[src/rtl/pipe_stage_elastic_if.sv]
// Valid/ready bundle for one elastic pipeline stage.
//   in_valid/in_data/in_ready    : upstream side
//   out_valid/out_data/out_ready : downstream side
// slave  : the stage's view (consumes in_*, produces out_*).
// master : the environment's view (the opposite directions).
interface pipe_stage_elastic_if #(
  parameter int unsigned DATA_W = 32
);
  logic              in_valid;
  logic [DATA_W-1:0] in_data;
  logic              in_ready;
  logic              out_valid;
  logic [DATA_W-1:0] out_data;
  logic              out_ready;

  modport slave (
    input  in_valid, in_data, out_ready,
    output in_ready, out_valid, out_data
  );

  modport master (
    output in_valid, in_data, out_ready,
    input  in_ready, out_valid, out_data
  );
endinterface

[src/rtl/pipe_stage_elastic.sv]
// Elastic pipeline stage with a 2-entry skid buffer.
//   clk, rst      : clock, synchronous active-high reset
//   flush         : squash stage contents into a bubble
//   bus (slave)   : in_valid/in_data/in_ready, out_valid/out_data/out_ready
//   occupancy     : entries held (0..2)
//   stall_cycles  : saturating count of cycles with out_valid & ~out_ready
// All outputs come from registers or decodes of the state register.
module pipe_stage_elastic #(
  parameter int unsigned       DATA_W     = 32,
  parameter logic [DATA_W-1:0] BUBBLE_VAL = '0,
  parameter int unsigned       CNT_W      = 16
) (
  input  logic                 clk,
  input  logic                 rst,
  input  logic                 flush,
  pipe_stage_elastic_if.slave  bus,
  output logic [1:0]           occupancy,
  output logic [CNT_W-1:0]     stall_cycles
);

  // Encodings equal the entry count so occupancy is a direct decode.
  typedef enum logic [1:0] {
    EMPTY = 2'd0,
    ONE   = 2'd1,
    FULL  = 2'd2
  } state_t;

  state_t            state_q, state_d;
  logic [DATA_W-1:0] main_q, main_d;
  logic [DATA_W-1:0] skid_q, skid_d;
  logic [CNT_W-1:0]  stall_q, stall_d;

  logic in_ready_w;
  logic out_valid_w;
  logic acc_in;
  logic acc_out;

  assign in_ready_w  = (state_q != FULL);
  assign out_valid_w = (state_q != EMPTY);
  assign acc_in      = bus.in_valid & in_ready_w;
  assign acc_out     = out_valid_w & bus.out_ready;

  assign bus.in_ready  = in_ready_w;
  assign bus.out_valid = out_valid_w;
  assign bus.out_data  = main_q;
  assign occupancy     = state_q;
  assign stall_cycles  = stall_q;

  always_comb begin
    state_d = state_q;
    main_d  = main_q;
    skid_d  = skid_q;
    stall_d = stall_q;

    if (out_valid_w && !bus.out_ready && (stall_q != '1)) begin
      stall_d = stall_q + CNT_W'(1);
    end

    if (flush) begin
      state_d = EMPTY;
      main_d  = BUBBLE_VAL;
      skid_d  = BUBBLE_VAL;
    end else begin
      unique case (state_q)
        EMPTY: begin
          if (acc_in) begin
            main_d  = bus.in_data;
            state_d = ONE;
          end
        end
        ONE: begin
          if (acc_in && acc_out) begin
            main_d = bus.in_data;
          end else if (acc_in) begin
            skid_d  = bus.in_data;
            state_d = FULL;
          end else if (acc_out) begin
            main_d  = BUBBLE_VAL;
            state_d = EMPTY;
          end
        end
        FULL: begin
          if (acc_out) begin
            main_d  = skid_q;
            skid_d  = BUBBLE_VAL;
            state_d = ONE;
          end
        end
        default: begin
          state_d = EMPTY;
          main_d  = BUBBLE_VAL;
          skid_d  = BUBBLE_VAL;
        end
      endcase
    end
  end

  always_ff @(posedge clk) begin
    if (rst) begin
      state_q <= EMPTY;
      main_q  <= BUBBLE_VAL;
      skid_q  <= BUBBLE_VAL;
      stall_q <= '0;
    end else begin
      state_q <= state_d;
      main_q  <= main_d;
      skid_q  <= skid_d;
      stall_q <= stall_d;
    end
  end

endmodule

[src/flat_wrapper.sv]
// flat-port wrapper written by rule: the top's interface ports become plain ports
module pipe_stage_elastic_flat 
#(
  parameter int unsigned       DATA_W     = 32,
  parameter logic [DATA_W-1:0] BUBBLE_VAL = '0,
  parameter int unsigned       CNT_W      = 16
)
  (clk, rst, flush, occupancy, stall_cycles, bus_in_valid, bus_in_data, bus_out_ready, bus_in_ready, bus_out_valid, bus_out_data);
  pipe_stage_elastic_if #(.DATA_W(DATA_W)) bus_i ();
  input  logic clk;
  input  logic rst;
  input  logic flush;
  output logic [1:0] occupancy;
  output logic [CNT_W-1:0] stall_cycles;
  input wire logic [$bits(bus_i.in_valid)-1:0] bus_in_valid;
  input wire logic [$bits(bus_i.in_data)-1:0] bus_in_data;
  input wire logic [$bits(bus_i.out_ready)-1:0] bus_out_ready;
  output wire logic [$bits(bus_i.in_ready)-1:0] bus_in_ready;
  output wire logic [$bits(bus_i.out_valid)-1:0] bus_out_valid;
  output wire logic [$bits(bus_i.out_data)-1:0] bus_out_data;
  assign bus_i.in_valid = bus_in_valid;
  assign bus_i.in_data = bus_in_data;
  assign bus_i.out_ready = bus_out_ready;
  assign bus_in_ready = bus_i.in_ready;
  assign bus_out_valid = bus_i.out_valid;
  assign bus_out_data = bus_i.out_data;
  pipe_stage_elastic #(.DATA_W(DATA_W), .BUBBLE_VAL(BUBBLE_VAL), .CNT_W(CNT_W)) u_core (.clk(clk), .rst(rst), .flush(flush), .bus(bus_i), .occupancy(occupancy), .stall_cycles(stall_cycles));
endmodule
[config.mk]
export PLATFORM = sky130hd
export DESIGN_NAME = pipe_stage_elastic_flat
export DESIGN_NICKNAME = d
export VERILOG_FILES = /design/src/rtl/pipe_stage_elastic_if.sv /design/src/rtl/pipe_stage_elastic.sv /design/src/flat_wrapper.sv
export SDC_FILE = /design/constraint.sdc
export NUM_CORES = 1
export LEC_CHECK = 0
export BUFFER_PORTS_ARGS = -buffer_cell sky130_fd_sc_hd__buf_2
export CORE_ASPECT_RATIO = 1.75
export CORE_MARGIN = 2
export CORE_UTILIZATION = 56
export DETAILED_ROUTE_END_ITERATION = 6
export PLACE_DENSITY = 0.84
export REMOVE_ABC_BUFFERS = 1
export SYNTH_ARGS = -nofsm -noshare
export SYNTH_HDL_FRONTEND = slang
export SYNTH_SLANG_ARGS = --single-unit
[constraint.sdc]
create_clock -name clk -period 2.4 [get_ports clk]
set_input_delay 0.6 -clock clk [delete_from_list [all_inputs] [get_ports clk]]
set_output_delay 0.6 -clock clk [all_outputs]
set_load 0.02 [all_outputs]
==> results of run 1 <==
[metal layers]
metal	GRT usage, %	vias to the layer above	share of wire (%)
met5	0	-	0
met4	12.1	0	2.9
met3	6.17	24	5.6
met2	42.6	123	52
met1	26.3	1550	39
li1	-	1545	-
[power groups by stage]
stage          clock (mW)  combinational (mW)  sequential [mW]
6_report            0.992               0.245             1.40
2_1_floorplan           0               0.112             1.45
3_5_place_dp            0               0.244             1.43
3_3_place_gp            0               0.239             1.43
5_1_grt              1.07               0.264             1.40
4_1_cts              1.01               0.246             1.40
[worst paths after layout]
check | endpoint | from | slack, ps
max | bus_in_ready | u_core.occupancy[0] | 490
min | u_core.skid_q[25] | u_core.skid_q[25] | 470
max reg2reg | u_core.stall_cycles[0] | u_core.stall_cycles[0] | 500
min reg2reg | u_core.skid_q[25] | u_core.skid_q[25] | 470
[state kept, by name, indices dropped and copies added (netlist names)]
| register | flops |
|---|---|
| u_core.occupancy | 2 |
| u_core.stall_cycles | 16 |
| u_core.bus.out_data | 32 |
| u_core.skid_q | 32 |
[per-stage QoR]
stage	instances	util, %
2_1_floorplan	343	-
3_3_place_gp	516	66.1
3_5_place_dp	516	66.1
4_1_cts	532	69.4
5_1_grt	532	69.4
6_report	532	69.4
[layout by cell type (no fill, tap or decap), drive strengths merged, types with 2 or more instances in the layout]
master	instances
a211oi	4
mux2i	3
and3	2
inv	3
or3	3
nand2b	36
nand3	37
nor2b	7
buf	95
a222oi	32
mux2	4
nor3	3
nor2	46
nand2	4
dfxtp	82
or4	2
or2	2
o21ba	2
nand4	7
o21ai	4
o31ai	3
nor4	6
a21oi	40
and4	2
o22a	2
clkbuf	14
[kinds of logic after synthesis]
kind of cell / Yosys count / share of synthesized area [%]
adder cells (fa/ha/maj): 1 / 0.363
multiplexers: 7 / 2.18
AO/OA/AOI/OAI: 92 / 19.7
buffers and inverters: 34 / 4.72
flip-flops: 82 / 47.7
AND/OR/NAND/NOR: 158 / 25.4
[final cells by class]
cell class                      count  area [sq um]
Inverter                            3          11.3
Multi-Input combinational cell    258          1650
Sequential cell                    82          1640
Fill cell                         511          1810
Clock buffer                       14           163
Tap cell                           78          97.6
Clock inverter                      2          35.0
Timing Repair Buffer               95           518
[critical path: stages, from the launching register on]
cell	delay [ps]
dfxtp_1	550
nand2b_1	220
buf_2	190
==> out/qor.csv, run 1 <==
stage,metric,value,unit
outcome,status,"finished, violations left",
outcome,violations in the final reports,design-rule violations,
cts,clk_lat worst skew,350,ps
placement,Post-Place Setup Slack,420,ps
floorplan,Row Count,37,
cts,TritonCTS clock tree,built,
route,drt drc,4,
flow_run,max-cap violation count,0,
worst_hold_path,worst hold stages,2,
cts,H-tree levels,3,
timing,Fmax,522,MHz
power_and_ir_drop,leakage,1.63,nW
global_routing,number of global-route vias before repair,2887,
power_and_ir_drop,switching share of power,23.5,%
floorplan,Die H,108,microns
cells_and_area,synthesis-to-finish area growth,19.4,%
timing,fin. max-slew vios,0,
placement,Final HPWL DP,5400,microns
synthesis,Cells after Synth,374,
placement,GP Congestion,0.855,
floorplan,Die Area,6820,sq um
power_and_ir_drop,pwr dens,640,nW/um^2
cells_and_area,ant diodes,0,
critical_path,maximum fanout along the worst path,11,
cts,clock tree buffer depth,2,
cts,Worst-path clk slew,80,ps
route,DRT iter0 DRCs,402,
critical_path,number of cells on the worst reg-to-reg path,5,
cts,CTS root buffer,clkbuf_8,
route,drt total wl,8300,microns
synthesis,post-synthesis sequential area ratio,47.7,%
critical_path,CP required,1800,ps
route,number of vias per cell,6.09,
cts,post-CTS setup buffers,0,
route,via count,3242,
timing,max_slew headroom,66.6,%
critical_path,"Worst Path Class, Setup",reg -> out,
route,post-DR wirelength/cell,15.6,microns
critical_path,CP endpoint kind,output port,
power_and_ir_drop,Seq pwr share,53.0,%
timing,RSZ-0062 raised after global routing,false,
synthesis,synth warn,0,
global_routing,global-route wire length before repair,12900,microns
cells_and_area,fraction of layout cells with a size suffix above 1,26.2,%
synthesis,ys async rst share,0,%
floorplan,Top-Level Pins,89,
global_routing,grt ovf,0,
power_and_ir_drop,clock power share,37.7,%
synthesis,#FFs+latches synth,82,
placement,DP Area,3920,sq um
critical_path,Critical Path Source Type,flop,
synthesis,Netlist cell types,40,
floorplan,Starting Density,58.1,%
timing,setup TNS,0,ps
synthesis,Main synth FF type,dfxtp_1,
timing,Worst Tran Pin Value,497,ps
power_and_ir_drop,Combinational Power Share,9.3,%
synthesis,"count leader, synth",dfxtp_1,
synthesis,synth top area cells,"dfxtp_1, a222oi_1, nand2b_1",
timing,final worst setup slack,486,ps
timing,Final period util,79.8,%
power_and_ir_drop,Int Power,2.02,mW
route,Detailed Routing Iterations Pass 1,7,
placement,buffers added on ports,88,
floorplan,Placeable Area,5930,sq um
power_and_ir_drop,Total Power,2.63,mW
power_and_ir_drop,peak supply drop,453,uV
synthesis,Mapped Area,3440,sq um
synthesis,Post-synth EDFFs,0,
global_routing,initial antenna violation count,0,
synthesis,syn avg cell area,9.21,sq um
power_and_ir_drop,sw power,0.618,mW
synthesis,cell taking the most area after synthesis,dfxtp_1,
route,antenna-violating nets left,0,
cells_and_area,"Net count, final",487,
cts,post-CTS sizing,0,
cts,TritonCTS Buffers,9,
floorplan,die width,63.3,microns
global_routing,largest net degree at the start of global routing,67,
timing,Fin Hold WS,470,ps
timing,min cycle time layout,1910,ps
cts,hold_buf cts,0,
critical_path,CP Data Arrival Time,1310,ps
timing,Clock Skew,6.87,ps
global_routing,Global Route Usage Sum,24.1,%
cts,clock net sink count,82,
synthesis,"top cells by count, synth","dfxtp_1, nor2_1, a21oi_1",
timing,Hold Fails Final Rpt,0,
cells_and_area,"Design Area, Final",4110,sq um
synthesis,top-area cell type share of the netlist area,47.7,%
worst_hold_path,Hold Crit Class,reg -> reg,
timing,Final Setup Violations,0,
Note: power is estimated with default switching activity, not from simulation.
==> run 2, diff against run 1 <==
--- a/config.mk
+++ b/config.mk
@@ -8,9 +8,9 @@
 export BUFFER_PORTS_ARGS = -buffer_cell sky130_fd_sc_hd__buf_2
 export CORE_ASPECT_RATIO = 1.75
 export CORE_MARGIN = 2
-export CORE_UTILIZATION = 56
+export CORE_UTILIZATION = 52
 export DETAILED_ROUTE_END_ITERATION = 6
-export PLACE_DENSITY = 0.84
+export PLACE_DENSITY = 0.79
 export REMOVE_ABC_BUFFERS = 1
 export SYNTH_ARGS = -nofsm -noshare
 export SYNTH_HDL_FRONTEND = slang
==> constraint.sdc (replaced) <==
create_clock -name clk -period 1.95 [get_ports clk]
set_input_delay 0.4875 -clock clk [delete_from_list [all_inputs] [get_ports clk]]
set_output_delay 0.4875 -clock clk [all_outputs]
set_load 0.02 [all_outputs]
==> run 2 against run 1 <==
- the run still ends with design-rule violations left
- wire length rose by 0.57%
- first-iteration DRC count rose by 21%
- hold slack got worse by 52 ps
- cell count rose by 2.1%
- sequential share of layout area fell by 2.1 points
- die area rose by 7.3%
- clock power rose by 98%
- combinational power rose by 30%
- sequential cell count did not move
- sequential power rose by 23%
- setup slack got worse by 310 ps
- register-to-register slack got worse by 300 ps
- critical path type unchanged
- largest power group is now clock
==> out/qor.csv, run 2 (same netlist as run 1, synthesis figures left out) <==
stage,metric,value,unit,change
outcome,status,"finished, violations left",,
outcome,violations in the final reports,design-rule violations,,
route,number of vias per cell,6.04,,-0.94%
global_routing,initial antenna violation count,0,,unchanged
route,post-DR wirelength/cell,15.4,microns,-1.5%
cts,clock tree buffer depth,2,,unchanged
floorplan,Placeable Area,6490,sq um,+9.5%
cells_and_area,fraction of layout cells with a size suffix above 1,28.0,%,+1.8 points
cts,TritonCTS clock tree,built,,
floorplan,Die Area,7310,sq um,+7.3%
cells_and_area,"commonest non-fill, non-tap cell in the layout",buf_2,,
timing,Worst Tran Pin Value,464,ps,-32.5 ps
timing,Hold Fails Final Rpt,0,,unchanged
power_and_ir_drop,Int Power,3.15,mW,+56%
cells_and_area,synthesis-to-finish area growth,26.0,%,
route,drt total wl,8340,microns,+0.57%
power_and_ir_drop,pwr dens,921,nW/um^2,+44%
critical_path,maximum fanout along the worst path,11,,unchanged
route,drt drc,1,,-3
cts,clk_lat worst skew,330,ps,-20 ps
timing,RSZ-0062 raised after global routing,false,,
global_routing,largest net degree at the start of global routing,67,,unchanged
floorplan,Top-Level Pins,89,,unchanged
route,Detailed Routing Iterations Pass 1,7,,unchanged
placement,buffers added on ports,88,,unchanged
cts,Worst-path clk slew,60,ps,-20 ps
placement,Post-Place Setup Slack,86.9,ps,-333 ps
cts,clock net sink count,82,,unchanged
cells_and_area,most frequent cells in the layout,"buf_2, dfxtp_1, nor2_1",,
placement,GP Congestion,0.833,,-2.6%
cts,post-CTS sizing,0,,unchanged
timing,Clock Skew,3.76,ps,-3.11 ps
route,via count,3278,,+1.1%
global_routing,Global Route Usage Sum,23.4,%,-0.67 points
cells_and_area,# fillers,529,,+3.5%
timing,fin. max-slew vios,0,,unchanged
timing,Final period util,90.8,%,
critical_path,CP endpoint kind,output port,,
power_and_ir_drop,sw power,0.847,mW,+37%
critical_path,CP required,1460,ps,-340 ps
cts,post-CTS setup buffers,0,,unchanged
timing,min cycle time layout,1770,ps,
cts,hold_buf cts,0,,unchanged
power_and_ir_drop,leakage,1.75,nW,+7.2%
critical_path,Critical Path Source Type,flop,,
power_and_ir_drop,Combinational Power Share,8.0,%,-1.3 points
cts,TritonCTS Buffers,9,,unchanged
floorplan,die width,65.5,microns,+3.5%
route,DRT iter0 DRCs,485,,+21%
global_routing,global-route wire length before repair,13600,microns,+5.4%
power_and_ir_drop,Total Power,3.99,mW,+52%
power_and_ir_drop,clock power share,49.0,%,+11 points
cts,H-tree levels,3,,unchanged
power_and_ir_drop,Seq pwr share,43.0,%,-10 points
power_and_ir_drop,switching share of power,21.2,%,-2.3 points
timing,final worst setup slack,180,ps,-306 ps
critical_path,CP Data Arrival Time,1280,ps,-30 ps
cts,CTS root buffer,clkbuf_16,,
worst_hold_path,Hold Crit Class,in -> reg,,
floorplan,Die H,112,microns,+3.6%
placement,Final HPWL DP,5380,microns,-0.36%
global_routing,number of global-route vias before repair,3090,,+7.0%
power_and_ir_drop,peak supply drop,413,uV,-8.7%
global_routing,grt ovf,0,,unchanged
floorplan,Starting Density,53.1,%,-5.1 points
route,antenna-violating nets left,0,,unchanged
timing,Final Setup Violations,0,,unchanged
floorplan,Row Count,39,,+5.4%
timing,max_slew headroom,68.8,%,+2.2 points
critical_path,"Worst Path Class, Setup",reg -> out,,
cells_and_area,ant diodes,0,,unchanged
timing,Fmax,565,MHz,
cells_and_area,"Net count, final",494,,+1.4%
flow_run,max-cap violation count,0,,unchanged
run 2: cell types whose count changed in the layout (fill, tap and decap cells not counted):
cell and change:
clkbuf_16 +9, buf_4 +6, clkinv_2 +1, bufinv_16 +2, buf_12 +1, clkbuf_8 -9, clkbuf_1 -3
run 2: power groups by stage:
stage | clock, mW | combinational (mW) | sequential (mW)
floorplan | 0 | 0.138 | 1.78
global placement | 0 | 0.311 | 1.75
detailed placement | 0 | 0.316 | 1.76
CTS | 2.00 | 0.318 | 1.72
global route | 2.08 | 0.343 | 1.72
finish | 1.96 | 0.318 | 1.72
run 2: through the flow:
stage	setup TNS, ps	hold WS [ps]	instance area [sq um]	utilization [%]	std cells
finish	0	418	4340	66.8	543
detailed placement	0	458	3990	61.4	527
floorplan	-13810	445	3290	-	343
global placement	0	453	3990	61.4	527
global route	0	418	4340	66.8	543
CTS	0	404	4340	66.8	543
run 2: critical path, stage by stage, from the launching register on:
cell	delay, ps
dfxtp_1	530
nand2b_1	230
buf_2	190
run 2: cell type report:
class | instances | area (sq um) | area share, %
Timing Repair Buffer | 102 | 583 | 13.4
Clock inverter | 5 | 100 | 2.31
Clock buffer | 11 | 253 | 5.83
Sequential cell | 82 | 1640 | 37.8
Multi-Input combinational cell | 258 | 1650 | 38.0
Inverter | 3 | 11.3 | 0.260
Tap cell | 82 | 103 | 2.37
run 2: worst paths after layout:
path | start | to | slack, ps | depth (start not counted)
max | u_core.occupancy[0] | bus_in_ready | 180 | 2
min | bus_in_data[18] | u_core.skid_q[18] | 420 | 3
max reg2reg | u_core.stall_cycles[0] | u_core.stall_cycles[0] | 200 | 5
min reg2reg | u_core.skid_q[13] | u_core.skid_q[13] | 470 | 2
run 2: layer usage:
metal / global-route usage [%] / wire [microns] / share of wire [%] / vias up
met1: 26.6 / 3300 / 40 / 1568
met5: 0 / 0 / 0 / -
li1: - / - / - / 1567
met2: 41.5 / 4420 / 53 / 131
met4: 9.03 / 133 / 1.6 / 0
met3: 5.25 / 482 / 5.8 / 12
==> run 3, diff against run 2 <==
--- a/config.mk
+++ b/config.mk
@@ -10,7 +10,7 @@
 export CORE_MARGIN = 2
 export CORE_UTILIZATION = 52
 export DETAILED_ROUTE_END_ITERATION = 6
-export PLACE_DENSITY = 0.79
+export PLACE_DENSITY = 0.87
 export REMOVE_ABC_BUFFERS = 1
 export SYNTH_ARGS = -nofsm -noshare
 export SYNTH_HDL_FRONTEND = slang
==> run 3 against run 2 <==
- the flow still finishes with violations (design-rule violations)
- largest power group is now registers
- largest cell class unchanged
- first-iteration DRC count grew 1.4%
- sequential power is essentially flat
- count of clock-buffer cells in the layout grew 1
- utilization shrank 0.58 points
==> out/qor.csv, run 3 (same netlist as run 1, synthesis figures left out) <==
stage,metric,value,unit,change
cts,H-tree levels,3,,unchanged
placement,Final HPWL DP,5640,microns,+5.0%
cts,clk_lat worst skew,330,ps,about the same
global_routing,Global Route Usage Sum,24.2,%,+0.83 points
power_and_ir_drop,peak supply drop,573,uV,+39%
critical_path,maximum fanout along the worst path,8,,-3
route,antenna-violating nets left,0,,unchanged
critical_path,"Worst Path Class, Setup",reg -> reg,,
critical_path,Critical Path Source Type,flop,,
placement,buffers added on ports,88,,unchanged
placement,Post-Place Setup Slack,112,ps,+25.6 ps
timing,Fin Hold WS,420,ps,+1.67 ps
critical_path,CP Data Arrival Time,2030,ps,+750 ps
cts,TritonCTS clock tree,built,,
outcome,status,"finished, violations left",,
timing,Final period util,92.9,%,+2.1 points
outcome,violations in the final reports,design-rule violations,,
power_and_ir_drop,Total Power,3.60,mW,-9.7%
cells_and_area,"commonest non-fill, non-tap cell in the layout",buf_2,,
global_routing,GR peak layer,met2,,
floorplan,Top-Level Pins,89,,unchanged
worst_hold_path,Hold Crit Class,in -> reg,,
timing,Fmax,552,MHz,-2.3%
global_routing,met1 Usage GRT,26.8,%,+0.21 points
cts,post-CTS setup buffers,0,,unchanged
floorplan,die width,65.5,microns,unchanged
route,drt total wl,8640,microns,+3.6%
cts,TritonCTS Buffers,9,,unchanged
timing,setup TNS,0,ps,unchanged
floorplan,Row Count,39,,unchanged
timing,Final Setup Violations,0,,unchanged
timing,RSZ-0062 raised after global routing,false,,
route,post-DR wirelength/cell,15.9,microns,+3.4%
timing,final worst setup slack,139,ps,-40.8 ps
route,number of vias per cell,6.05,,+0.18%
critical_path,CP required,2170,ps,+710 ps
route,DRT iter0 DRCs,492,,+1.4%
cts,hold_buf cts,0,,unchanged
timing,Hold Fails Final Rpt,0,,unchanged
floorplan,Die H,112,microns,unchanged
cts,Worst-path clk slew,60,ps,about the same
cts,post-CTS sizing,0,,unchanged
timing,min cycle time layout,1810,ps,+40.8 ps
timing,Worst Tran Pin Value,567,ps,+102 ps
power_and_ir_drop,pwr dens,838,nW/um^2,-8.9%
cells_and_area,ant diodes,0,,unchanged
floorplan,Starting Density,53.1,%,unchanged
cts,CTS root buffer,clkbuf_16,,
power_and_ir_drop,leakage,1.72,nW,-1.5%
placement,GP Congestion,0.794,,-4.7%
global_routing,initial antenna violation count,0,,unchanged
timing,max_slew headroom,61.9,%,-6.9 points
floorplan,Die Area,7310,sq um,unchanged
critical_path,CP endpoint kind,flop,,
floorplan,Placeable Area,6490,sq um,unchanged
route,via count,3290,,+0.37%
global_routing,grt ovf,0,,unchanged
route,drt drc,2,,+1
global_routing,met3 Resource Use GR,5.15,%,-0.10 points
cells_and_area,fraction of layout cells with a size suffix above 1,28.4,%,+0.37 points
global_routing,global-route wire length before repair,14000,microns,+3.0%
route,Detailed Routing Iterations Pass 1,7,,unchanged
global_routing,largest net degree at the start of global routing,47,,-30%
cells_and_area,synthesis-to-finish area growth,24.9,%,
global_routing,number of global-route vias before repair,3097,,+0.23%
timing,Clock Skew,4.03,ps,+0.268 ps
flow_run,max-cap violation count,0,,unchanged
cells_and_area,most frequent cells in the layout,"buf_2, dfxtp_1, nor2_1",,
cts,clock tree buffer depth,2,,unchanged
global_routing,GRT met2 Usage,43.6,%,+2.1 points
cells_and_area,"Net count, final",497,,+0.61%
timing,fin. max-slew vios,0,,unchanged
cts,clock net sink count,82,,unchanged
[run 3: metrics by stage]
step / area (sq um) / cells / utilization, %
3_5_place_dp: 4020 / 530 / 62.0
3_3_place_gp: 4020 / 530 / 62.0
5_1_grt: 4300 / 544 / 66.3
2_1_floorplan: 3290 / 343 / -
6_report: 4300 / 544 / 66.3
4_1_cts: 4300 / 544 / 66.3
[run 3: power breakdown]
part | internal, mW | switching, mW | total (mW)
registers | 1.70 | 0.0161 | 1.72
logic | 0.135 | 0.191 | 0.325
clock network | 0.949 | 0.612 | 1.56
total | 2.79 | 0.819 | 3.60
[run 3: cell type report]
| class | count | area (sq um) |
|---|---|---|
| fill | 490 | 2190 |
| multi-input combinational | 258 | 1650 |
| sequential | 82 | 1640 |
| timing repair buffer | 105 | 618 |
| clock buffer | 12 | 267 |
| tap | 82 | 103 |
| clock inverter | 2 | 12.5 |
| inverter | 3 | 11.3 |
[run 3: layer usage]
layer / vias to the layer above / share of wire (%)
met5: - / 0
met1: 1571 / 40
met4: 0 / 2.5
met3: 17 / 6.9
met2: 142 / 51
li1: 1560 / -
[run 3: final timing paths]
path              slack (ps)                    from  depth (start not counted)                      end
setup / recovery         140  u_core.stall_cycles[5]                          4  u_core.stall_cycles[13]
setup reg to reg         140  u_core.stall_cycles[5]                          4  u_core.stall_cycles[13]
hold / removal           420         bus_in_data[29]                          3        u_core.skid_q[29]
hold reg to reg          470       u_core.skid_q[11]                          2        u_core.skid_q[11]
[run 3: critical path: stages, from the launching register on]
cell and delay (ps):
dfxtp_1 510, and4_1 270, nand3_1 170, nor4_1 400
mux2_1 350
